File: config.mk
export PLATFORM = sky130hd
export DESIGN_NAME = rescale_sched
export DESIGN_NICKNAME = d
export VERILOG_FILES = /design/src/rtl/rescale_pkg.sv /design/src/rtl/rescale_pipe.sv /design/src/rtl/rescale_sched.sv
export SDC_FILE = /design/constraint.sdc
export NUM_CORES = 1
export LEC_CHECK = 0
export ABC_CLOCK_PERIOD_IN_PS = 14100
export CAP_MARGIN = 15
export CORE_ASPECT_RATIO = 0.5
export CORE_UTILIZATION = 30
export DETAILED_ROUTE_END_ITERATION = 12
export GPL_TIMING_DRIVEN = 0
export SLEW_MARGIN = 0
export SYNTH_ARGS = -nofsm -noshare
export SYNTH_HDL_FRONTEND = slang
export SYNTH_SLANG_ARGS = --single-unit
File: constraint.sdc
create_clock -name clk -period 14.1 [get_ports clk]
set_clock_uncertainty 0.2 [all_clocks]
set_input_delay 4.23 -clock clk [delete_from_list [all_inputs] [get_ports clk]]
set_output_delay 4.23 -clock clk [all_outputs]
set_load 0.01 [all_outputs]
File: src/rtl/rescale_pkg.sv
// Shared constants and types for the rescale scheduler.
// Optional saturation of the narrowed result is enabled by defining RESCALE_SAT_EN.
package rescale_pkg;

    localparam int NUM_REQ_D        = 4;
    localparam int BITWIDTH_IN_D    = 24;
    localparam int BITWIDTH_OUT_D   = 8;
    localparam int BITWIDTH_SCALE_D = 8;
    localparam int RIGHT_SHIFT_D    = 16;
    localparam int SCALE_RST_D      = 181;

    localparam int TAG_W  = $clog2(NUM_REQ_D);
    localparam int PROD_W = BITWIDTH_IN_D + BITWIDTH_SCALE_D;
    localparam int SUM_W  = PROD_W + 1;

    localparam logic [SUM_W-1:0] ROUND_CONST = SUM_W'(1) << (RIGHT_SHIFT_D - 1);

    typedef logic [TAG_W-1:0]  tag_t;
    typedef logic [PROD_W-1:0] prod_t;

    // One extra data bit so the rounding add in stage 2 never overflows.
    typedef struct packed {
        logic             valid;
        tag_t             tag;
        logic [SUM_W-1:0] data;
    } stage_t;

endpackage

File: src/rtl/rescale_pipe.sv
// Three-stage requantization datapath: multiply, round, shift+narrow.
// Narrowing wraps by default; RESCALE_SAT_EN makes it clamp to the max code.
module rescale_pipe
    import rescale_pkg::*;
#(
    parameter int BITWIDTH_IN    = BITWIDTH_IN_D,
    parameter int BITWIDTH_SCALE = BITWIDTH_SCALE_D,
    parameter int BITWIDTH_OUT   = BITWIDTH_OUT_D,
    parameter int RIGHT_SHIFT    = RIGHT_SHIFT_D
) (
    input  logic                      clk,
    input  logic                      rstn,
    input  logic                      adv,
    input  logic                      in_valid,
    input  tag_t                      in_tag,
    input  logic [BITWIDTH_IN-1:0]    in_data,
    input  logic [BITWIDTH_SCALE-1:0] in_scale,
    output logic                      out_valid,
    output tag_t                      out_tag,
    output logic [BITWIDTH_OUT-1:0]   out_data
);

    stage_t s1_q, s1_d, s2_q, s2_d, s3_q, s3_d;
    logic [SUM_W-1:0]        shifted;
    logic [BITWIDTH_OUT-1:0] narrowed;

    always_comb begin
        shifted = s2_q.data >> RIGHT_SHIFT;
`ifdef RESCALE_SAT_EN
        if (|shifted[SUM_W-1:BITWIDTH_OUT])
            narrowed = '1;
        else
            narrowed = shifted[BITWIDTH_OUT-1:0];
`else
        narrowed = shifted[BITWIDTH_OUT-1:0];
`endif
    end

    always_comb begin
        s1_d = s1_q;
        s2_d = s2_q;
        s3_d = s3_q;
        if (adv) begin
            s1_d.valid = in_valid;
            s1_d.tag   = in_tag;
            s1_d.data  = {1'b0, prod_t'(in_data) * prod_t'(in_scale)};
            s2_d.valid = s1_q.valid;
            s2_d.tag   = s1_q.tag;
            s2_d.data  = s1_q.data + ROUND_CONST;
            s3_d.valid = s2_q.valid;
            s3_d.tag   = s2_q.tag;
            s3_d.data  = {{(SUM_W-BITWIDTH_OUT){1'b0}}, narrowed};
        end
    end

    always_ff @(posedge clk or negedge rstn) begin
        if (!rstn) begin
            s1_q <= '0;
            s2_q <= '0;
            s3_q <= '0;
        end else begin
            s1_q <= s1_d;
            s2_q <= s2_d;
            s3_q <= s3_d;
        end
    end

    assign out_valid = s3_q.valid;
    assign out_tag   = s3_q.tag;
    assign out_data  = s3_q.data[BITWIDTH_OUT-1:0];

    // Stage-3 upper bits are always zero; the wrap build also ignores the high shifted bits.
    logic unused_bits;
`ifdef RESCALE_SAT_EN
    assign unused_bits = ^s3_q.data[SUM_W-1:BITWIDTH_OUT];
`else
    assign unused_bits = ^{s3_q.data[SUM_W-1:BITWIDTH_OUT], shifted[SUM_W-1:BITWIDTH_OUT]};
`endif

endmodule

File: src/rtl/rescale_sched.sv
// Round-robin scheduler sharing one requantization pipeline across NUM_REQ channels.
// Holds the per-channel scale file; RESCALE_SAT_EN selects saturating narrowing in the pipe.
module rescale_sched
    import rescale_pkg::*;
#(
    parameter int NUM_REQ        = NUM_REQ_D,
    parameter int BITWIDTH_IN    = BITWIDTH_IN_D,
    parameter int BITWIDTH_OUT   = BITWIDTH_OUT_D,
    parameter int BITWIDTH_SCALE = BITWIDTH_SCALE_D,
    parameter int RIGHT_SHIFT    = RIGHT_SHIFT_D,
    parameter int SCALE_RST      = SCALE_RST_D
) (
    input  logic                           clk,
    input  logic                           rstn,
    input  logic [NUM_REQ-1:0]             req_valid,
    output logic [NUM_REQ-1:0]             req_ready,
    input  logic [NUM_REQ*BITWIDTH_IN-1:0] req_data,
    input  logic                           cfg_we,
    input  logic [$clog2(NUM_REQ)-1:0]     cfg_idx,
    input  logic [BITWIDTH_SCALE-1:0]      cfg_scale,
    output logic                           out_valid,
    input  logic                           out_ready,
    output logic [BITWIDTH_OUT-1:0]        out_data,
    output logic [$clog2(NUM_REQ)-1:0]     out_tag
);

    logic [BITWIDTH_SCALE-1:0] scale_q [NUM_REQ];
    logic [BITWIDTH_SCALE-1:0] scale_d [NUM_REQ];
    tag_t                      last_grant_q, last_grant_d;
    tag_t                      grant_idx, idx;
    logic                      grant_vld, advance;
    logic [NUM_REQ-1:0]        grant_oh;
    logic [BITWIDTH_IN-1:0]    sel_data;
    logic [BITWIDTH_SCALE-1:0] sel_scale;
    tag_t                      pipe_tag;

    assign advance = !(out_valid && !out_ready);

    // Search starts one past the last accepted channel, so a just-served channel goes last.
    always_comb begin
        grant_vld = 1'b0;
        grant_idx = '0;
        grant_oh  = '0;
        idx       = '0;
        if (advance) begin
            for (int off = 1; off <= NUM_REQ; off++) begin
                idx = tag_t'((int'(last_grant_q) + off) % NUM_REQ);
                if (!grant_vld && req_valid[idx]) begin
                    grant_vld = 1'b1;
                    grant_idx = idx;
                end
            end
        end
        if (grant_vld)
            grant_oh[grant_idx] = 1'b1;
    end

    assign req_ready = grant_oh & {NUM_REQ{rstn}};

    always_comb begin
        sel_data  = '0;
        sel_scale = '0;
        for (int i = 0; i < NUM_REQ; i++) begin
            if (grant_idx == tag_t'(i)) begin
                sel_data  = req_data[i*BITWIDTH_IN +: BITWIDTH_IN];
                sel_scale = scale_q[i];
            end
        end
    end

    // The grant reads scale_q, so a same-cycle write to that channel is seen only by later grants.
    always_comb begin
        scale_d      = scale_q;
        last_grant_d = grant_vld ? grant_idx : last_grant_q;
        if (cfg_we) begin
            for (int i = 0; i < NUM_REQ; i++) begin
                if (cfg_idx == tag_t'(i))
                    scale_d[i] = cfg_scale;
            end
        end
    end

    always_ff @(posedge clk or negedge rstn) begin
        if (!rstn) begin
            last_grant_q <= tag_t'(NUM_REQ - 1);
            for (int i = 0; i < NUM_REQ; i++)
                scale_q[i] <= BITWIDTH_SCALE'(SCALE_RST);
        end else begin
            last_grant_q <= last_grant_d;
            scale_q      <= scale_d;
        end
    end

    rescale_pipe #(
        .BITWIDTH_IN    (BITWIDTH_IN),
        .BITWIDTH_SCALE (BITWIDTH_SCALE),
        .BITWIDTH_OUT   (BITWIDTH_OUT),
        .RIGHT_SHIFT    (RIGHT_SHIFT)
    ) u_pipe (
        .clk       (clk),
        .rstn      (rstn),
        .adv       (advance),
        .in_valid  (grant_vld),
        .in_tag    (grant_idx),
        .in_data   (sel_data),
        .in_scale  (sel_scale),
        .out_valid (out_valid),
        .out_tag   (pipe_tag),
        .out_data  (out_data)
    );

    assign out_tag = pipe_tag;

endmodule

==> impl_metrics.tcl <==
set metrics [dict create \
    status "finished, final reports clean" \
    cts_resized 0 \
    crit_slowest_cell "a221oi_1" \
    die_h_um 118 \
    max_slew.worst_pin.slew_ns 1.11 \
    fp.dieW_um 235 \
    ys_warn_count 0 \
    synth-main-ff-cell "dfrtp_1" \
    dp_slack_ns 1.22 \
    relSlewSlack_pct 25.3 \
    synth.avg_cell_area_um2 8.86 \
    grtUsageMet2_pct 28.2 \
    cts_buffers 9 \
    cts.reportedPaths.clkPinSlew_ns 0.06 \
    rsz0062_at_grt "false" \
    grt_pass1_wl_mm 36.5 \
    wl_per_cell_um 15.9 \
    gp_congestion 0.862 \
    cpMostUsedCell "fa_1" \
    grt_pass1_vias 7095 \
    grt_overflow 0 \
    synth_cell_types 59 \
    fin_area_mm2 0.0102 \
    drc 0 \
    syn-instance-count 916 \
    worst_setup_path_start_kind "input pin" \
    first_pass_iters 8 \
    grt_start_max_net_pins 73 \
    worst_slack_ns 1.52 \
    tns_ns 0 \
    period_needed_ns 12.58 \
    wl_mm 22.4 \
    max_freq_mhz 79.5 \
    post_cts_buffers 0 \
    arrival_ns 12.57 \
    drt-initial-drc-count 434 \
    rrSetupSlack_ns 5.53 \
    hold_violations 0 \
    cts_hold_buf 0 \
    synth_edf_count 0 \
    n_antenna_cell 0 \
    min_period_over_period_pct 89.2 \
    cp-end-kind "flip-flop" \
    core_area_mm2 0.0265 \
    place_area_mm2 0.00984 \
    cts_tree "done" \
    synth_seq_cells 68 \
    cpPeakStageDelay_ns 0.60 \
    cts_sinks 68 \
    critPathKind "input pin to flip-flop" \
    hpwl_mm 18.3 \
    htree_levels 3 \
    cap_violations 0 \
    drv_slew 0 \
    cp.required_ns 14.09 \
    drive_gt1_share_pct 10.8 \
    min_path_type "flip-flop to flip-flop" \
    synthToLayoutAreaGrowth_pct 25.5 \
    syn-num-nets 1167 \
    vias 6811 \
    insertion_delay_ns 0.33 \
    setup_viol 0 \
    row_count 42 \
    ios 129 \
    final_common_cell "nand2_1" \
    io_buffers 128 \
    cp_max_fo 10 \
    synth_area_mm2 0.00812 \
    clock_path_buffers 2 \
    antenna_left 0 \
    antenna_found_initial 0 \
    grt_busiest_layer "met2" \
    initial_core_util_pct 30.7 \
    grtUsageMet3_pct 3.15 \
    finalNetCount 1306 \
    met1_usage_pct 21.9 \
    cts-root-buf "clkbuf_16" \
    viasPerCell 4.82 \
    yosysSeqAreaShare_pct 21.3 \
    die-area_mm2 0.0278 \
    grt_usage_pct 16.5 \
    layout_common_cells "nand2_1, nor2_1, clkdlybuf4s50_1" \
    ys_async_sr_fraction_pct 100 \
]
synth_stat cells, types with 3 or more instances:
master      n  area [um2]
dfstp_2    22         578
nand2_1   161         604
a31oi_1     3        18.8
nand3_1    24         120
o21ai_0    16        80.1
fa_1      107        2140
nor2b_1     3        18.8
ha_1       30         375
o21ai_1    16        80.1
buf_2       4        20.0
nor3b_1     3        22.5
inv_1     101         379
and2_1      3        18.8
mux2_2     42         473
mux2i_1    34         340
nor2_1    146         548
dfrtp_1    46        1150
and3_1      7        43.8
a21oi_1    15        75.1
or2_2      12        75.1
and4_1      3        26.3
clkbuf_1   25        93.8
a21o_1     11        82.6
nand2b_1   15        93.8
xnor2_1    15         131
xor2_1      9        78.8
cell families (layout without fill, tap and decap cells):
| logic type | count (synthesis) | in the layout | share of synthesized area (%) |
|---|---|---|---|
| adder cells (fa/ha/maj) | 137 | 137 | 31.0 |
| XOR/XNOR | 26 | 26 | 3.14 |
| multiplexers | 79 | 79 | 10.6 |
| buffers and inverters | 136 | 280 | 6.76 |
| AO/OA/AOI/OAI | 83 | 83 | 6.95 |
| flip-flops | 68 | 68 | 21.3 |
| AND/OR/NAND/NOR | 387 | 387 | 20.2 |
layer usage:
| metal | vias to the layer above | wire length [um] |
|---|---|---|
| li1 | 3195 | - |
| met1 | 3449 | 10200 |
| met2 | 144 | 10900 |
| met3 | 23 | 1080 |
| met4 | 0 | 248 |
| met5 | - | 0 |
cell type report:
cell class	instances	area [um2]
fill	2698	16300
timing repair buffer	128	1280
sequential	68	1730
multi-input combinational	712	5850
tap	352	440
inverter	101	379
clock inverter	6	111
clock buffer	10	239
buffer	35	170
registers in the layout, indices dropped and copies added, names as in the netlist:
| register | flops |
|---|---|
| last_grant_q | 2 |
| scale_q | 32 |
| u_pipe.narrowed | 8 |
| u_pipe.out_data | 8 |
| u_pipe.out_tag | 2 |
| u_pipe.out_valid | 1 |
| u_pipe.s1_q | 12 |
| u_pipe.s2_q | 3 |
worst paths after layout:
kind / startpoint / end / depth (start not counted)
max reg2reg: last_grant_q[1]$_DFFE_PN1P_ / u_pipe.s1_q[18]$_DFFE_PN0N_ / 30
min reg2reg: u_pipe.s2_q[35]$_DFFE_PN0N_ / u_pipe.s2_q[35]$_DFFE_PN0N_ / 2
max in group asynchronous: rstn / u_pipe.narrowed[2]$_DFFE_PN0N_ / 1
min in group asynchronous: rstn / scale_q[22]$_DFFE_PN0P_ / 1
max: req_valid[0] / u_pipe.s1_q[18]$_DFFE_PN0N_ / 30
min: u_pipe.s2_q[35]$_DFFE_PN0N_ / u_pipe.s2_q[35]$_DFFE_PN0N_ / 2
metrics by stage:
step	util [%]	std cells	hold slack, ns
final	38.5	1412	0.266
after global routing	38.5	1412	0.287
after CTS	38.5	1412	0.269
after detailed placement	37.2	1396	0.253
after global placement	37.2	1396	0.244
after floorplan	-	916	0.230
worst max-delay path, delay by kind of cell:
family | cells | cell delay (ns)
buffers and inverters | 8 | 1.73
AOI/OAI and AO/OA | 10 | 2.31
xor gates and xnor gates | 1 | 0.17
adders and majority gates | 5 | 2.40
and+or+nand+nor | 6 | 1.70
Power is left out: the tool's default activity adds up to more than one toggle a clock period on the data nets, which glitch-free logic cannot reach.
